--- src/rtl/tlc_timing_pkg.sv ---
// Shared timing constants for the traffic-light controller: entry indices, default
// interval lengths and the countdown state encoding.
package tlc_timing_pkg;

   localparam int IDX_BASE = 0;
   localparam int IDX_EXT  = 1;
   localparam int IDX_YEL  = 2;

   localparam logic [3:0] DEF_BASE = 4'd6;
   localparam logic [3:0] DEF_EXT  = 4'd3;
   localparam logic [3:0] DEF_YEL  = 4'd2;

   // Entry 0 sits in the least significant nibble.
   localparam logic [11:0] DEFAULTS_PACKED = {DEF_YEL, DEF_EXT, DEF_BASE};

   typedef enum logic {
      CD_IDLE = 1'b0,
      CD_RUN  = 1'b1
   } cd_state_e;

endpackage

--- src/rtl/time_param_timer_if.sv ---
// Programming, read-back and countdown signals between the controller FSM / programming
// port and the time-parameter timer.
interface time_param_timer_if #(
   parameter int W     = 4,
   parameter int SEL_W = 2
);
   logic [SEL_W-1:0] selector;
   logic [W-1:0]     reprogram_value;
   logic             prg_sync_in;
   logic [SEL_W-1:0] interval_address;
   logic             start_timer;
   logic             one_hz_enable;
   logic [W-1:0]     output_value;
   logic [W-1:0]     remaining;
   logic             busy;
   logic             expired;
   logic             prg_error;

   modport master (
      output selector, reprogram_value, prg_sync_in, interval_address, start_timer,
             one_hz_enable,
      input  output_value, remaining, busy, expired, prg_error
   );

   modport slave (
      input  selector, reprogram_value, prg_sync_in, interval_address, start_timer,
             one_hz_enable,
      output output_value, remaining, busy, expired, prg_error
   );
endinterface

--- src/rtl/interval_countdown.sv ---
// IDLE/RUN down-counter: loads on load_i, decrements on each tick_i while running and
// pulses expired_o on the edge that reaches zero.
module interval_countdown
   import tlc_timing_pkg::*;
#(
   parameter int W = 4
) (
   input  logic         clk,
   input  logic         rst,
   input  logic         load_i,
   input  logic [W-1:0] load_value_i,
   input  logic         tick_i,
   output logic [W-1:0] remaining_o,
   output logic         busy_o,
   output logic         expired_o
);

   cd_state_e    state_q, state_d;
   logic [W-1:0] remaining_q, remaining_d;
   logic         expired_q, expired_d;

   always_ff @(posedge clk) begin
      if (rst) begin
         state_q     <= CD_IDLE;
         remaining_q <= '0;
         expired_q   <= 1'b0;
      end else begin
         state_q     <= state_d;
         remaining_q <= remaining_d;
         expired_q   <= expired_d;
      end
   end

   // A load takes priority over a coincident tick, so a restart never loses a second.
   always_comb begin
      state_d     = state_q;
      remaining_d = remaining_q;
      expired_d   = 1'b0;
      if (load_i) begin
         state_d     = CD_RUN;
         remaining_d = load_value_i;
      end else if (state_q == CD_RUN && tick_i) begin
         if (remaining_q == W'(1)) begin
            state_d     = CD_IDLE;
            remaining_d = '0;
            expired_d   = 1'b1;
         end else begin
            remaining_d = remaining_q - W'(1);
         end
      end
   end

   assign remaining_o = remaining_q;
   assign busy_o      = (state_q == CD_RUN);
   assign expired_o   = expired_q;

endmodule

--- src/rtl/time_param_timer.sv ---
// Reprogrammable interval store with edge-triggered write validation, registered
// read-back and an integrated countdown on the addressed interval.
module time_param_timer
   import tlc_timing_pkg::*;
#(
   parameter int                          W          = 4,
   parameter int                          NUM_PARAMS = 3,
   parameter int                          SEL_W      = 2,
   parameter logic [W*NUM_PARAMS-1:0]     DEFAULTS   = DEFAULTS_PACKED
) (
   input  logic              clk,
   input  logic              sys_reset,
   time_param_timer_if.slave bus
);

   localparam logic [SEL_W:0] NUM_P = NUM_PARAMS[SEL_W:0];

   logic [W-1:0] entries_q [NUM_PARAMS];
   logic         prg_hist_q;
   logic [W-1:0] output_value_q, output_value_d;
   logic         prg_error_q, prg_error_d;

   logic         wr_edge, sel_ok, wr_ok, addr_ok, start_ok;
   logic [W-1:0] rd_val;

   assign wr_edge  = bus.prg_sync_in & ~prg_hist_q;
   assign sel_ok   = ({1'b0, bus.selector} < NUM_P);
   assign wr_ok    = wr_edge && sel_ok && (bus.reprogram_value != '0);
   assign addr_ok  = ({1'b0, bus.interval_address} < NUM_P);
   assign start_ok = bus.start_timer && addr_ok;

   always_comb begin
      rd_val = '0;
      for (int i = 0; i < NUM_PARAMS; i++) begin
         if (addr_ok && bus.interval_address == SEL_W'(i)) rd_val = entries_q[i];
      end
   end

   always_comb begin
      output_value_d = rd_val;
      prg_error_d    = (wr_edge && !wr_ok) || (bus.start_timer && !addr_ok);
   end

   // History resets high so a strobe already asserted during reset is not seen as an edge.
   always_ff @(posedge clk) begin
      if (sys_reset) begin
         for (int i = 0; i < NUM_PARAMS; i++) entries_q[i] <= DEFAULTS[i*W +: W];
         prg_hist_q     <= 1'b1;
         output_value_q <= '0;
         prg_error_q    <= 1'b0;
      end else begin
         for (int i = 0; i < NUM_PARAMS; i++) begin
            if (wr_ok && bus.selector == SEL_W'(i)) entries_q[i] <= bus.reprogram_value;
         end
         prg_hist_q     <= bus.prg_sync_in;
         output_value_q <= output_value_d;
         prg_error_q    <= prg_error_d;
      end
   end

   // rd_val reflects the pre-write array, so a same-cycle write never reaches this load.
   interval_countdown #(
      .W (W)
   ) u_countdown (
      .clk          (clk),
      .rst          (sys_reset),
      .load_i       (start_ok),
      .load_value_i (rd_val),
      .tick_i       (bus.one_hz_enable),
      .remaining_o  (bus.remaining),
      .busy_o       (bus.busy),
      .expired_o    (bus.expired)
   );

   assign bus.output_value = output_value_q;
   assign bus.prg_error    = prg_error_q;

endmodule

--- src/flat_wrapper.sv ---
// flat-port wrapper written by rule: the top's interface ports become plain ports
module time_param_timer_flat import tlc_timing_pkg::*;
#(
   parameter int                          W          = 4,
   parameter int                          NUM_PARAMS = 3,
   parameter int                          SEL_W      = 2,
   parameter logic [W*NUM_PARAMS-1:0]     DEFAULTS   = DEFAULTS_PACKED
)
  (clk, sys_reset, bus_selector, bus_reprogram_value, bus_prg_sync_in, bus_interval_address, bus_start_timer, bus_one_hz_enable, bus_output_value, bus_remaining, bus_busy, bus_expired, bus_prg_error);
  time_param_timer_if #(.W(W), .SEL_W(SEL_W)) bus_i ();
  input  logic clk;
  input  logic sys_reset;
  input wire logic [$bits(bus_i.selector)-1:0] bus_selector;
  input wire logic [$bits(bus_i.reprogram_value)-1:0] bus_reprogram_value;
  input wire logic [$bits(bus_i.prg_sync_in)-1:0] bus_prg_sync_in;
  input wire logic [$bits(bus_i.interval_address)-1:0] bus_interval_address;
  input wire logic [$bits(bus_i.start_timer)-1:0] bus_start_timer;
  input wire logic [$bits(bus_i.one_hz_enable)-1:0] bus_one_hz_enable;
  output wire logic [$bits(bus_i.output_value)-1:0] bus_output_value;
  output wire logic [$bits(bus_i.remaining)-1:0] bus_remaining;
  output wire logic [$bits(bus_i.busy)-1:0] bus_busy;
  output wire logic [$bits(bus_i.expired)-1:0] bus_expired;
  output wire logic [$bits(bus_i.prg_error)-1:0] bus_prg_error;
  assign bus_i.selector = bus_selector;
  assign bus_i.reprogram_value = bus_reprogram_value;
  assign bus_i.prg_sync_in = bus_prg_sync_in;
  assign bus_i.interval_address = bus_interval_address;
  assign bus_i.start_timer = bus_start_timer;
  assign bus_i.one_hz_enable = bus_one_hz_enable;
  assign bus_output_value = bus_i.output_value;
  assign bus_remaining = bus_i.remaining;
  assign bus_busy = bus_i.busy;
  assign bus_expired = bus_i.expired;
  assign bus_prg_error = bus_i.prg_error;
  time_param_timer #(.W(W), .NUM_PARAMS(NUM_PARAMS), .SEL_W(SEL_W), .DEFAULTS(DEFAULTS)) u_core (.clk(clk), .sys_reset(sys_reset), .bus(bus_i));
endmodule
--- config.mk ---
export PLATFORM = sky130hd
export DESIGN_NAME = time_param_timer_flat
export DESIGN_NICKNAME = d
export VERILOG_FILES = /design/src/rtl/tlc_timing_pkg.sv /design/src/rtl/time_param_timer_if.sv /design/src/rtl/interval_countdown.sv /design/src/rtl/time_param_timer.sv /design/src/flat_wrapper.sv
export SDC_FILE = /design/constraint.sdc
export NUM_CORES = 1
export LEC_CHECK = 0
export CAP_MARGIN = 0
export CORE_MARGIN = 3
export CORE_UTILIZATION = 45
export DETAILED_ROUTE_END_ITERATION = 8
export PLACE_DENSITY = 0.82
export RECOVER_POWER = 100
export SYNTH_ARGS = -nofsm -noshare
export SYNTH_HDL_FRONTEND = slang
export SYNTH_SLANG_ARGS = --single-unit
export TNS_END_PERCENT = 20
--- constraint.sdc ---
create_clock -name clk -period 1.9 [get_ports clk]
set_clock_uncertainty 0.05 [all_clocks]
set_input_delay 0.38 -clock clk [delete_from_list [all_inputs] [get_ports clk]]
set_output_delay 0.38 -clock clk [all_outputs]
set_load 0.02 [all_outputs]
# Word-level counts from Yosys, hierarchy flattened
# Memory sizes are Yosys's and may differ from the RTL's.
# Cells that the tools add are included.
# classes
n_addsub	1
bitwise	6
mux	24
eq_ne	5
n_reduce_logical	22
magnitude_cmp	2
# ops
cell	count
two-way mux 4 bit	9
two-way mux 1 bit	15
logical AND 1 bit	12
equality test 2 x 1 -> 1 bit, second input constant	2
equality test 2 bit, second input constant	2
equality test 4 x 1 -> 1 bit, second input constant	1
logical NOT 2 bit	2
< comparator 2 bit, second input constant	2
nonzero test 2 bit	2
nonzero test 4 bit	1
subtractor 4 x 1 -> 4 bit, second input constant	1
OR 1 bit	3
OR reduction 3 bit	1
logical NOT 1 bit	2
inverter 1 bit	2
AND reduction 2 bit	1
AND 1 bit	1
logical OR 1 bit	1
# word_totals
word_cells	67
reg_bits	12
mem_bits_rw	12
mem_count	1
input_bits	13
# mem_list
memory	depth	word_bits	read_ports	rd_clocked_by_memory_dff	wr	line_no	rtl
u_core.entries_q	3	4	3	0	3	time_param_timer.sv:18	logic [W-1:0] entries_q [NUM_PARAMS];

# Logic depth before layout (Yosys ltp)
# depth
depth_word	9
mapped_depth	6
mapped_depth_nobuf	6

# Hierarchy
# A second synthesis with hierarchy kept.
# hier_totals
cells_unflattened	96
hier_area_um2	1109.8
# by_module_without_submodules
mod	area_per_inst_um2	n_inst	cells_per_inst
time_param_timer	784.5	1	60
interval_countdown	325.3	1	36

# Worst setup path before layout
# No wires, ideal clock.
# synth_path
kind	input port to flip-flop
start	input bus_prg_sync_in
end	memory u_core.entries_q[0][0] (enable)
t_arrival_ps	1104
path_buffers	0
setup_ps	379
slack_ps	366
path_stages	2
path_cell_list	nand2b_1 > o41ai_1
# synth_lines
element	line_no	rtl
from (decl)	flat_wrapper.sv:15	input wire logic [$bits(bus_i.prg_sync_in)-1:0] bus_prg_sync_in;
to (decl)	time_param_timer.sv:18	

# Final worst setup path
# layout_path
start	register u_core.u_countdown.remaining_q[1] (netlist: u_core.u_countdown.remaining_o[1])
end	output bus_remaining[1]
# layout_lines
element	line_no	rtl
from (decl)	interval_countdown.sv:19	logic [W-1:0] remaining_q, remaining_d;
from (signal assigned)	interval_countdown.sv:29	remaining_q <= remaining_d;
to (decl)	flat_wrapper.sv:20	output wire logic [$bits(bus_i.remaining)-1:0] bus_remaining;
# No word-level cell between the ends.

==> results.yml <==
route:
  antenna_left: 0
  drc: 0
  first_pass_iters: 4
  wl_per_cell_um: 13.1
  vias: 827
  drt_iter0_markers: 7
  via_per_inst: 5.34
  drt_wl_total_um: 2030
placement:
  portBuffers: 23
  dp_hpwl_um: 1620
  dp_cells: 151
  post_dp_cell_area_mm2: 0.00136
  gp_congestion: 0.805
  place_ws_ps: -19.4
sta:
  relSlewSlack: 0.469
  timing.hold.ws_ps: 457
  tightest_slew_ps: 790
  hold_violations: 0
  rsz0062_at_grt: "false"
  setup_viol: 0
  min_period_over_period: 0.954
  final_max_slew_viol_count: 0
  finalWorstSetupSlack_ps: 86.7
  fmax_mhz: 551
  layout_min_cycle_time_ps: 1810
synthesis:
  synth_top_area_share: 0.339
  synth_ff_type: "edfxtp_1"
  ys_seq_area_frac: 0.565
  synth_area_per_cell_um2: 10.9
  yosys-top-cells-count: "dfxtp_1, edfxtp_1, nor2_1"
  ys_seq_elements: 24
  syn_nets: 113
  synth-edff-count: 12
  async_reset_ff_frac: 0
  synthCells: 98
  yosysTopAreaCell: "edfxtp_1"
  yosys_warnings: 0
  netlist_area_mm2: 0.00106
  synth_cell_types: 26
  synth_area_leaders: "edfxtp_1, dfxtp_1, a21oi_1"
grt:
  grt.overflow.total: 0
  grt_pass1_vias: 785
  grt.total_usage: 0.159
  grt_pass1_wl_um: 3120
  grt_max_degree: 14
  antenna_found_initial: 0
worst_setup_path:
  critPathBufInv: 1
  cp_cell_sequence: "clkdlybuf4s50_1"
  cp_slowest_cell: "clkdlybuf4s50_1"
  critical_path.top_delay_family: "buffers and inverters"
  cp.required_ps: 1470
  worst-setup-path-type: "register to primary output"
  critPathLaunchType: "register"
  crit_path_end_kind: "primary output"
  cpPeakStageDelay_ps: 640
  cp.arrival_ps: 1380
  worst-path-max-fanout: 4
power:
  p_leak_nw: 0.512
  vdd_drop_max_uv: 485
  power.density_mw_per_mm2: 749
clocking:
  clk_path_buf_depth: 2
  clockRootBuffer: "clkbuf_4"
  clock_latency_ps: 310
  hold_buffers: 0
  cts_tree: "built"
  cts_made_buffers: 3
  numClockSinks: 24
  htreeDepth: 1
  path_clk_slew_ps: 120
floorplanning:
  num_rows: 16
  floorplan.initialDensity: 0.506
  die_h_um: 54.6
  core_area_mm2: 0.00210
  fp.dieArea_mm2: 0.00298
  ios: 24
  die_x_um: 54.6
outcome:
  status: "completed"
final_layout:
  fin_nets: 144
  synthToLayoutAreaGrowth_pct: 26.8
  drive_gt1_frac: 0.102
  multi_input_area_um2: 412
  antennaDiodeCount: 0
  fin_cells: 155
  nFillCells: 184
  ff_latch_area_um2: 601
  final_area_mm2: 0.00135
hold_path:
  holdCritPathClass: "register to register"
flow_run:
  drv_cap: 0
-- placed cells by master, fill, tap and decap left out --
master / count
nor2b_1: 2
ha_1: 2
nor4_1: 2
nor4_4: 1
o22ai_1: 3
mux2i_1: 4
clkdlybuf4s50_1: 13
nor2_1: 10
nand2b_1: 5
edfxtp_1: 12
or2_2: 1
o21ai_0: 1
mux2_2: 1
clkbuf_8: 1
nor3_1: 4
a21oi_1: 9
nand3_1: 2
inv_1: 5
and2_0: 3
clkbuf_1: 4
nand2_2: 1
o41ai_1: 3
a221oi_2: 1
nor3b_1: 1
clkbuf_2: 3
clkbuf_4: 3
buf_4: 1
dlygate4sd3_1: 8
dfxtp_1: 12
nand2_1: 9
o21bai_1: 1
-- power breakdown --
| group | total, W | switching [W] | leakage [nW] | internal [W] |
|---|---|---|---|---|
| Clock | 0.000262 | 0.000145 | 0.0210 | 0.000117 |
| Combinational | 0.000163 | 0.0000867 | 0.276 | 0.0000764 |
| Sequential | 0.000586 | 0.0000176 | 0.215 | 0.000568 |
| Total | 0.00101 | 0.000249 | 0.512 | 0.000761 |
-- path summary, 6_finish.rpt --
check / from / endpoint / slack [ps] / depth (start not counted)
setup reg to reg: u_core.u_countdown.remaining_o[0]$_SDFFE_PP0P_ / u_core.u_countdown.remaining_o[0]$_SDFFE_PP0P_ / 370 / 5
hold / removal: u_core.u_countdown.busy_o$_SDFFE_PP0P_ / u_core.u_countdown.busy_o$_SDFFE_PP0P_ / 460 / 2
hold reg to reg: u_core.u_countdown.busy_o$_SDFFE_PP0P_ / u_core.u_countdown.busy_o$_SDFFE_PP0P_ / 460 / 2
setup / recovery: u_core.u_countdown.remaining_o[1]$_SDFFE_PP0P_ / bus_remaining[1] / 90 / 1
-- metrics by stage --
| step | power [W] | util | TNS (ps) |
|---|---|---|---|
| 2_1_floorplan | 0.000689 | - | 0 |
| 3_3_place_gp | 0.000768 | 0.645 | 0 |
| 3_5_place_dp | 0.000774 | 0.645 | -77.4 |
| 4_1_cts | 0.00103 | 0.662 | 0 |
| 5_1_grt | 0.00106 | 0.642 | 0 |
| 6_report | 0.00101 | 0.642 | 0 |
-- metal layers --
metal  GRT usage  wire (um)  vias up
li1            -          -      407
met1       0.136        752      374
met2       0.283       1030       37
met3      0.0409        166        9
met4       0.162         89        0
met5           0          0        -
-- layout make-up --
class	count	share of cell area
flip-flops and latches	24	0.445
multi-input cells	66	0.305
repair buffers	29	0.184
clock buffers	4	0.0269
well taps	27	0.0250
inverters	5	0.0139
-- state kept, by name, indices dropped and copies added (netlist names) --
register	cells
u_core.u_countdown.remaining_o	4
u_core.bus.output_value	4
u_core.u_countdown.busy_o	1
u_core.prg_hist_q	1
u_core.u_countdown.expired_o	1
u_core.bus.prg_error	1
u_core.entries_q	12
-- kinds of logic after synthesis --
| kind of cell | Yosys count | share of synthesized area |
|---|---|---|
| AND/OR/NAND/NOR | 41 | 0.219 |
| flip-flops | 24 | 0.565 |
| AO/OA/AOI/OAI | 18 | 0.111 |
| buffers and inverters | 8 | 0.0341 |
| multiplexers | 5 | 0.0482 |
| adder cells (fa/ha/maj) | 2 | 0.0235 |
-- tightest hold or removal path: cells and delay by family, from the launching register on --
| family | cells | cell delay [ps] |
|---|---|---|
| AO/OA/AOI/OAI | 1 | 50 |
| flip-flops | 1 | 360 |
| AND/OR/NAND/NOR | 1 | 60 |
-- what timing repair did --
item / 4_1_cts / 5_1_grt
setup buffers: 0 / 0
hold endpoints to repair: 0 / 0
endpoints found under the setup margin: 0 / 2
gates resized for setup: 0 / 2
Power figures use the tool's default switching activity.
